==> src/rtl/uart_pkg.sv <==
// Shared UART definitions: frame state encoding and baud-rate helpers.
// The receive block reuses the state enum and the divisor functions.
package uart_pkg;

  // Frame phases of an 8N1 character.
  typedef enum logic [1:0] {
    IDLE  = 2'd0,
    START = 2'd1,
    DATA  = 2'd2,
    STOP  = 2'd3
  } uart_state_e;

  localparam int DATA_BITS = 8;

  // Clock cycles per bit; integer division truncates toward zero.
  function automatic int clks_per_bit(input int clk_freq, input int baud);
    return clk_freq / baud;
  endfunction

  // Width for a counter running 0..n-1, kept at least one bit wide.
  function automatic int cnt_width(input int n);
    return (n > 1) ? $clog2(n) : 1;
  endfunction

endpackage

==> src/rtl/uart_tx_if.sv <==
// Byte producer to transmitter connection: start request, byte, line and busy.
interface uart_tx_if;
  logic [7:0] tx_data;
  logic       tx_ready;
  logic       tx;
  logic       tx_busy;

  // Producer side: requests frames and observes the line.
  modport master (
    output tx_data,
    output tx_ready,
    input  tx,
    input  tx_busy
  );

  // Transmitter side.
  modport slave (
    input  tx_data,
    input  tx_ready,
    output tx,
    output tx_busy
  );
endinterface

==> src/rtl/uart_baud_tick.sv <==
// Bit-period timer: counts 0..CLKS_PER_BIT-1 while running and pulses tick_o
// on the last count. A synchronous clear restarts the period at frame accept.
module uart_baud_tick
  import uart_pkg::*;
#(
  parameter int CLKS_PER_BIT = 16
) (
  input  logic clk,
  input  logic rst,
  input  logic clear_i,
  input  logic run_i,
  output logic tick_o
);

  localparam int CW = cnt_width(CLKS_PER_BIT);
  localparam logic [CW-1:0] LAST = CW'(CLKS_PER_BIT - 1);

  logic [CW-1:0] cnt_q;
  logic [CW-1:0] cnt_d;
  logic          tick;

  // Next count: clear wins, otherwise advance and wrap at the last count.
  always_comb begin
    cnt_d = cnt_q;
    tick  = 1'b0;
    if (clear_i) begin
      cnt_d = '0;
    end else if (run_i) begin
      if (cnt_q == LAST) begin
        cnt_d = '0;
        tick  = 1'b1;
      end else begin
        cnt_d = cnt_q + CW'(1);
      end
    end
  end

  // Counter register with synchronous active-low reset.
  always_ff @(posedge clk) begin
    if (!rst) begin
      cnt_q <= '0;
    end else begin
      cnt_q <= cnt_d;
    end
  end

  assign tick_o = tick;

endmodule

==> src/rtl/uart_tx.sv <==
// 8N1 UART transmitter. A start request in IDLE latches the byte and restarts
// the bit timer; tx and tx_busy are registered from the current state, so the
// line moves one cycle after each state change and never glitches.
module uart_tx #(
  parameter int CLK_FREQ = 50_000_000,
  parameter int BAUD     = 9600
) (
  input  logic      clk,
  input  logic      rst,
  uart_tx_if.slave  bus
);
  import uart_pkg::*;

  localparam int CLKS_PER_BIT = clks_per_bit(CLK_FREQ, BAUD);
  localparam logic [2:0] LAST_BIT = 3'(DATA_BITS - 1);

  uart_state_e state_q;
  uart_state_e state_d;
  logic [7:0]  shift_q;
  logic [7:0]  shift_d;
  logic [2:0]  bit_idx_q;
  logic [2:0]  bit_idx_d;
  logic        tx_q;
  logic        tx_d;
  logic        busy_q;
  logic        busy_d;
  logic        accept;
  logic        bit_tick;

  uart_baud_tick #(
    .CLKS_PER_BIT (CLKS_PER_BIT)
  ) u_baud_tick (
    .clk     (clk),
    .rst     (rst),
    .clear_i (accept),
    .run_i   (state_q != IDLE),
    .tick_o  (bit_tick)
  );

  // Next-state, shift register and line value; requests are only seen in IDLE.
  always_comb begin
    state_d   = state_q;
    shift_d   = shift_q;
    bit_idx_d = bit_idx_q;
    accept    = 1'b0;

    unique case (state_q)
      IDLE: begin
        if (bus.tx_ready) begin
          accept    = 1'b1;
          shift_d   = bus.tx_data;
          bit_idx_d = '0;
          state_d   = START;
        end
      end
      START: begin
        if (bit_tick) begin
          state_d = DATA;
        end
      end
      DATA: begin
        if (bit_tick) begin
          shift_d   = {1'b0, shift_q[7:1]};
          bit_idx_d = bit_idx_q + 3'd1;
          if (bit_idx_q == LAST_BIT) begin
            state_d = STOP;
          end
        end
      end
      STOP: begin
        if (bit_tick) begin
          state_d = IDLE;
        end
      end
      default: state_d = IDLE;
    endcase

    unique case (state_q)
      START:   tx_d = 1'b0;
      DATA:    tx_d = shift_q[0];
      default: tx_d = 1'b1;
    endcase

    busy_d = (state_q != IDLE);
  end

  // State and datapath registers; reset abandons any frame in flight.
  always_ff @(posedge clk) begin
    if (!rst) begin
      state_q   <= IDLE;
      shift_q   <= '0;
      bit_idx_q <= '0;
      tx_q      <= 1'b1;
      busy_q    <= 1'b0;
    end else begin
      state_q   <= state_d;
      shift_q   <= shift_d;
      bit_idx_q <= bit_idx_d;
      tx_q      <= tx_d;
      busy_q    <= busy_d;
    end
  end

  assign bus.tx      = tx_q;
  assign bus.tx_busy = busy_q;

endmodule

==> src/flat_wrapper.sv <==
// flat-port wrapper written by rule: the top's interface ports become plain ports
module uart_tx_flat import uart_pkg::*;
#(
  parameter int CLK_FREQ = 50_000_000,
  parameter int BAUD     = 9600
)
  (clk, rst, bus_tx_data, bus_tx_ready, bus_tx, bus_tx_busy);
  uart_tx_if bus_i ();
  input  logic clk;
  input  logic rst;
  input wire logic [$bits(bus_i.tx_data)-1:0] bus_tx_data;
  input wire logic [$bits(bus_i.tx_ready)-1:0] bus_tx_ready;
  output wire logic [$bits(bus_i.tx)-1:0] bus_tx;
  output wire logic [$bits(bus_i.tx_busy)-1:0] bus_tx_busy;
  assign bus_i.tx_data = bus_tx_data;
  assign bus_i.tx_ready = bus_tx_ready;
  assign bus_tx = bus_i.tx;
  assign bus_tx_busy = bus_i.tx_busy;
  uart_tx #(.CLK_FREQ(CLK_FREQ), .BAUD(BAUD)) u_core (.clk(clk), .rst(rst), .bus(bus_i));
endmodule
==> config.mk <==
export PLATFORM = sky130hd
export DESIGN_NAME = uart_tx_flat
export DESIGN_NICKNAME = d
export VERILOG_FILES = /design/src/rtl/uart_pkg.sv /design/src/rtl/uart_tx_if.sv /design/src/rtl/uart_baud_tick.sv /design/src/rtl/uart_tx.sv /design/src/flat_wrapper.sv
export SDC_FILE = /design/constraint.sdc
export NUM_CORES = 1
export LEC_CHECK = 0
export BUFFER_PORTS_ARGS = -buffer_cell sky130_fd_sc_hd__buf_2
export CORE_UTILIZATION = 45
export CTS_BUF_LIST = sky130_fd_sc_hd__clkbuf_4
export DETAILED_ROUTE_END_ITERATION = 7
export GPL_TIMING_DRIVEN = 0
export PLACE_DENSITY = 0.71
export SYNTH_ARGS = -nofsm -noshare
export SYNTH_HDL_FRONTEND = slang
export SYNTH_HIERARCHICAL = 1
export SYNTH_SLANG_ARGS = --single-unit
export TNS_END_PERCENT = 50
==> constraint.sdc <==
create_clock -name clk -period 6.7 [get_ports clk]
set_clock_uncertainty 0.2 [all_clocks]
set_input_delay 1.005 -clock clk [delete_from_list [all_inputs] [get_ports clk]]
set_output_delay 1.005 -clock clk [all_outputs]
set_load 0.02 [all_outputs]
==> results by group <==
Routing
  – WL/cell: 13.1 µm
  – Post-DRT Antenna Nets: 0
  – DRT Wirelength: 2750 µm
  – 1st-pass router iterations: 4
  – DRC: 0
  – Drt initial violations: 41
  – Vias per cell: 5.52
  – Detailed-route via count: 1159

Critical path
  – Critical Path Stages: 10
  – FF-to-FF path depth: 10
  – Crit path max fanout: 8
  – CP peak stage delay: 0.66 ns
  – Crit path capture type: register
  – Crit path cell chain: inv_1 -> ha_1 -> inv_1 -> buf_2 -> nand3_1 -> nor2_1 -> nor4b_1 -> mux2i_1 -> nor2_1 -> o211a_1
  – CP Launch Type: register
  – Crit path arrival time: 3.39 ns
  – WP buf/inv: 3
  – WP data required: 6.78 ns
  – Worst setup path category: reg2reg
  – Crit path max-delay family: simple AND/OR/NAND/NOR gates
  – Slowest-stage cell, CP: nor4b_1

Floorplanning
  – Initial Utilization: 0.469
  – Core area: 3030 µm²
  – Chip Width: 58.2 µm
  – # rows: 20
  – I/O pins: 13
  – Die ar.: 3380 µm²
  – Chip height: 58.2 µm

Clocking
  – CTS tree: built
  – Clk buf depth: 2
  – CTS sink count: 28
  – TritonCTS Buffers: 3
  – Worst-Skew Late Latency: 0.32 ns
  – Hold-fix buffer count after cts: 0
  – CTS root buffer: clkbuf_4
  – # Post-CTS Setup Buffers: 0
  – Number of H-tree levels: 1
  – Post-CTS Resized: 0
  – Worst-path clk slew: 0.14 ns

Placement
  – Hpwl dp: 2050 µm
  – Placed Cells: 206
  – RePlAce Congestion: 0.758
  – Place WS: 3.45 ns
  – Port buffer count: 12

Timing
  – Worst slew margin: 0.464
  – Final Max Slew Viols: 0
  – Setup TNS: 0 ns
  – Tmin final: 3.31 ns
  – RSZ-0062 raised after global routing: false
  – Final period util: 0.495
  – Final setup fails: 0
  – Endpoints failing hold: 0
  – Measured slew at the worst slew-check pin: 0.792 ns
  – F_max: 302 MHz
  – Fin worst setup slack: 3.39 ns

Layout
  – Commonest non-fill, non-tap cell in the layout: dfxtp_1
  – Layout Nets: 185
  – # diodes: 0
  – Final core occ: 0.516
  – Area delta synth->final: 9.96%
  – Most frequent cells in the layout: 28 x dfxtp_1, 15 x buf_2, 11 x mux2i_1
  – Share of layout cells above drive strength 1: 0.145
  – Fin cells: 210
  – Layout fillers: 292

Global routing
  – GR Overflow Total: 0
  – First-pass GRT wire length: 4690 µm
  – Gr usage total: 0.176
  – Vias in the first global route: 1111
  – Initial antenna violation count: 0
  – Largest net degree at the start of global routing: 16

Worst hold path
  – Hold depth: 2
  – Worst hold path type: reg2reg

Logic synthesis
  – Post-synth EDFFs: 0
  – Cell taking the most area after synthesis: dfxtp_1
  – Syn Area/Cell: 9.47 µm²
  – Post-Syn Instances: 150
  – Number of synthesis warnings: 6
  – Dominant cells by area after synthesis: dfxtp_1 39%, mux2i_1 7.8%, ha_1 6.2%
  – Yosys cell types: 33
  – Sequential area share after synthesis: 0.395
  – Mapped Area: 1420 µm²
  – Top cell type's share of synthesized area: 0.395
  – Ys flop type: dfxtp_1
  – Seq cells post-synth: 28
  – Ys async rst share: 0
  – Syn_nets: 168

Run status
  – Status: complete, no violations

Pwr
  – Power share of the sequential group: 0.428
  – Int Power: 0.326 mW
  – Clock power frac: 0.133
  – Logic pwr share: 0.439
  – Peak supply drop: 0.000131 V
  – Switch share: 0.384
  – Sw power: 0.203 mW
  – PwrDens: 339 nW/µm²
  – Lkg Pwr: 0.617 nW

Job
  – Maxcap violations: 0
metal layers:
layer  vias to the layer above  wire length [µm]  track usage
li1                        593                 -            -
met1                       555              1360        0.223
met2                         7              1320        0.300
met3                         4                42       0.0201
met4                         0                34       0.0782
met5                         -                 0            0
sequential cells by signal, indices dropped and copies added, names as in the netlist:
signal / count
u_core/bit_idx_q: 3
u_core/bus.tx: 1
u_core/bus.tx_busy: 1
u_core/shift_q: 8
u_core/state_q: 2
u_core/u_baud_tick/cnt_q: 13
stage by stage:
| step | hold WS [ns] | power, mW | area (µm²) |
|---|---|---|---|
| 2_1_floorplan | 0.249 | 0.408 | 1420 |
| 3_3_place_gp | 0.268 | 0.447 | 1540 |
| 3_5_place_dp | 0.280 | 0.463 | 1540 |
| 4_1_cts | 0.305 | 0.534 | 1560 |
| 5_1_grt | 0.338 | 0.571 | 1560 |
| 6_report | 0.297 | 0.529 | 1560 |
path summary, 6_finish.rpt:
kind	slack [ns]	start	end
setup / recovery	3.39	u_core/state_q[0]	u_core/shift_q[4]
hold / removal	0.30	u_core/shift_q[7]	u_core/shift_q[7]
setup reg to reg	3.39	u_core/state_q[0]	u_core/shift_q[4]
hold reg to reg	0.30	u_core/shift_q[7]	u_core/shift_q[7]
tightest hold or removal path: stages, from the launching register on:
cell and delay [ns]:
dfxtp_1 0.34, o21ai_0 0.06, a21boi_0 0.07
layout make-up:
cell class	count	area, µm²	area share
Buffer	7	41.3	0.0264
Clock buffer	3	22.5	0.0144
Clock inverter	1	3.75	0.00240
Inverter	4	15.0	0.00962
Multi-Input combinational cell	111	803	0.514
Sequential cell	28	561	0.359
Tap cell	44	55.1	0.0353
Timing Repair Buffer	12	60.1	0.0385
cell usage after synthesis, drive strengths merged, types with 5 or more instances:
master  number
a21oi        8
buf          5
dfxtp       28
ha           7
mux2i       11
nand2        8
nand3       10
nand4        8
nor2         7
o211a        7
o21ai       10
or4          5
logic make-up after synthesis:
logic type      after synthesis  synth area share
flops                        28             0.395
mux                          12            0.0855
fa+ha+maj                     7            0.0617
compound gates               35             0.181
buf+inv                      11            0.0396
xor+xnor                      4            0.0247
simple gates                 53             0.213
power groups by stage:
stage	Sequential [mW]	Combinational [mW]	Clock, mW
4_1_cts	0.227	0.234	0.0734
3_5_place_dp	0.231	0.232	0
3_3_place_gp	0.228	0.220	0
5_1_grt	0.231	0.259	0.0816
2_1_floorplan	0.231	0.177	0
6_report	0.226	0.232	0.0701
No activity file was read; power rests on OpenSTA's default activity.
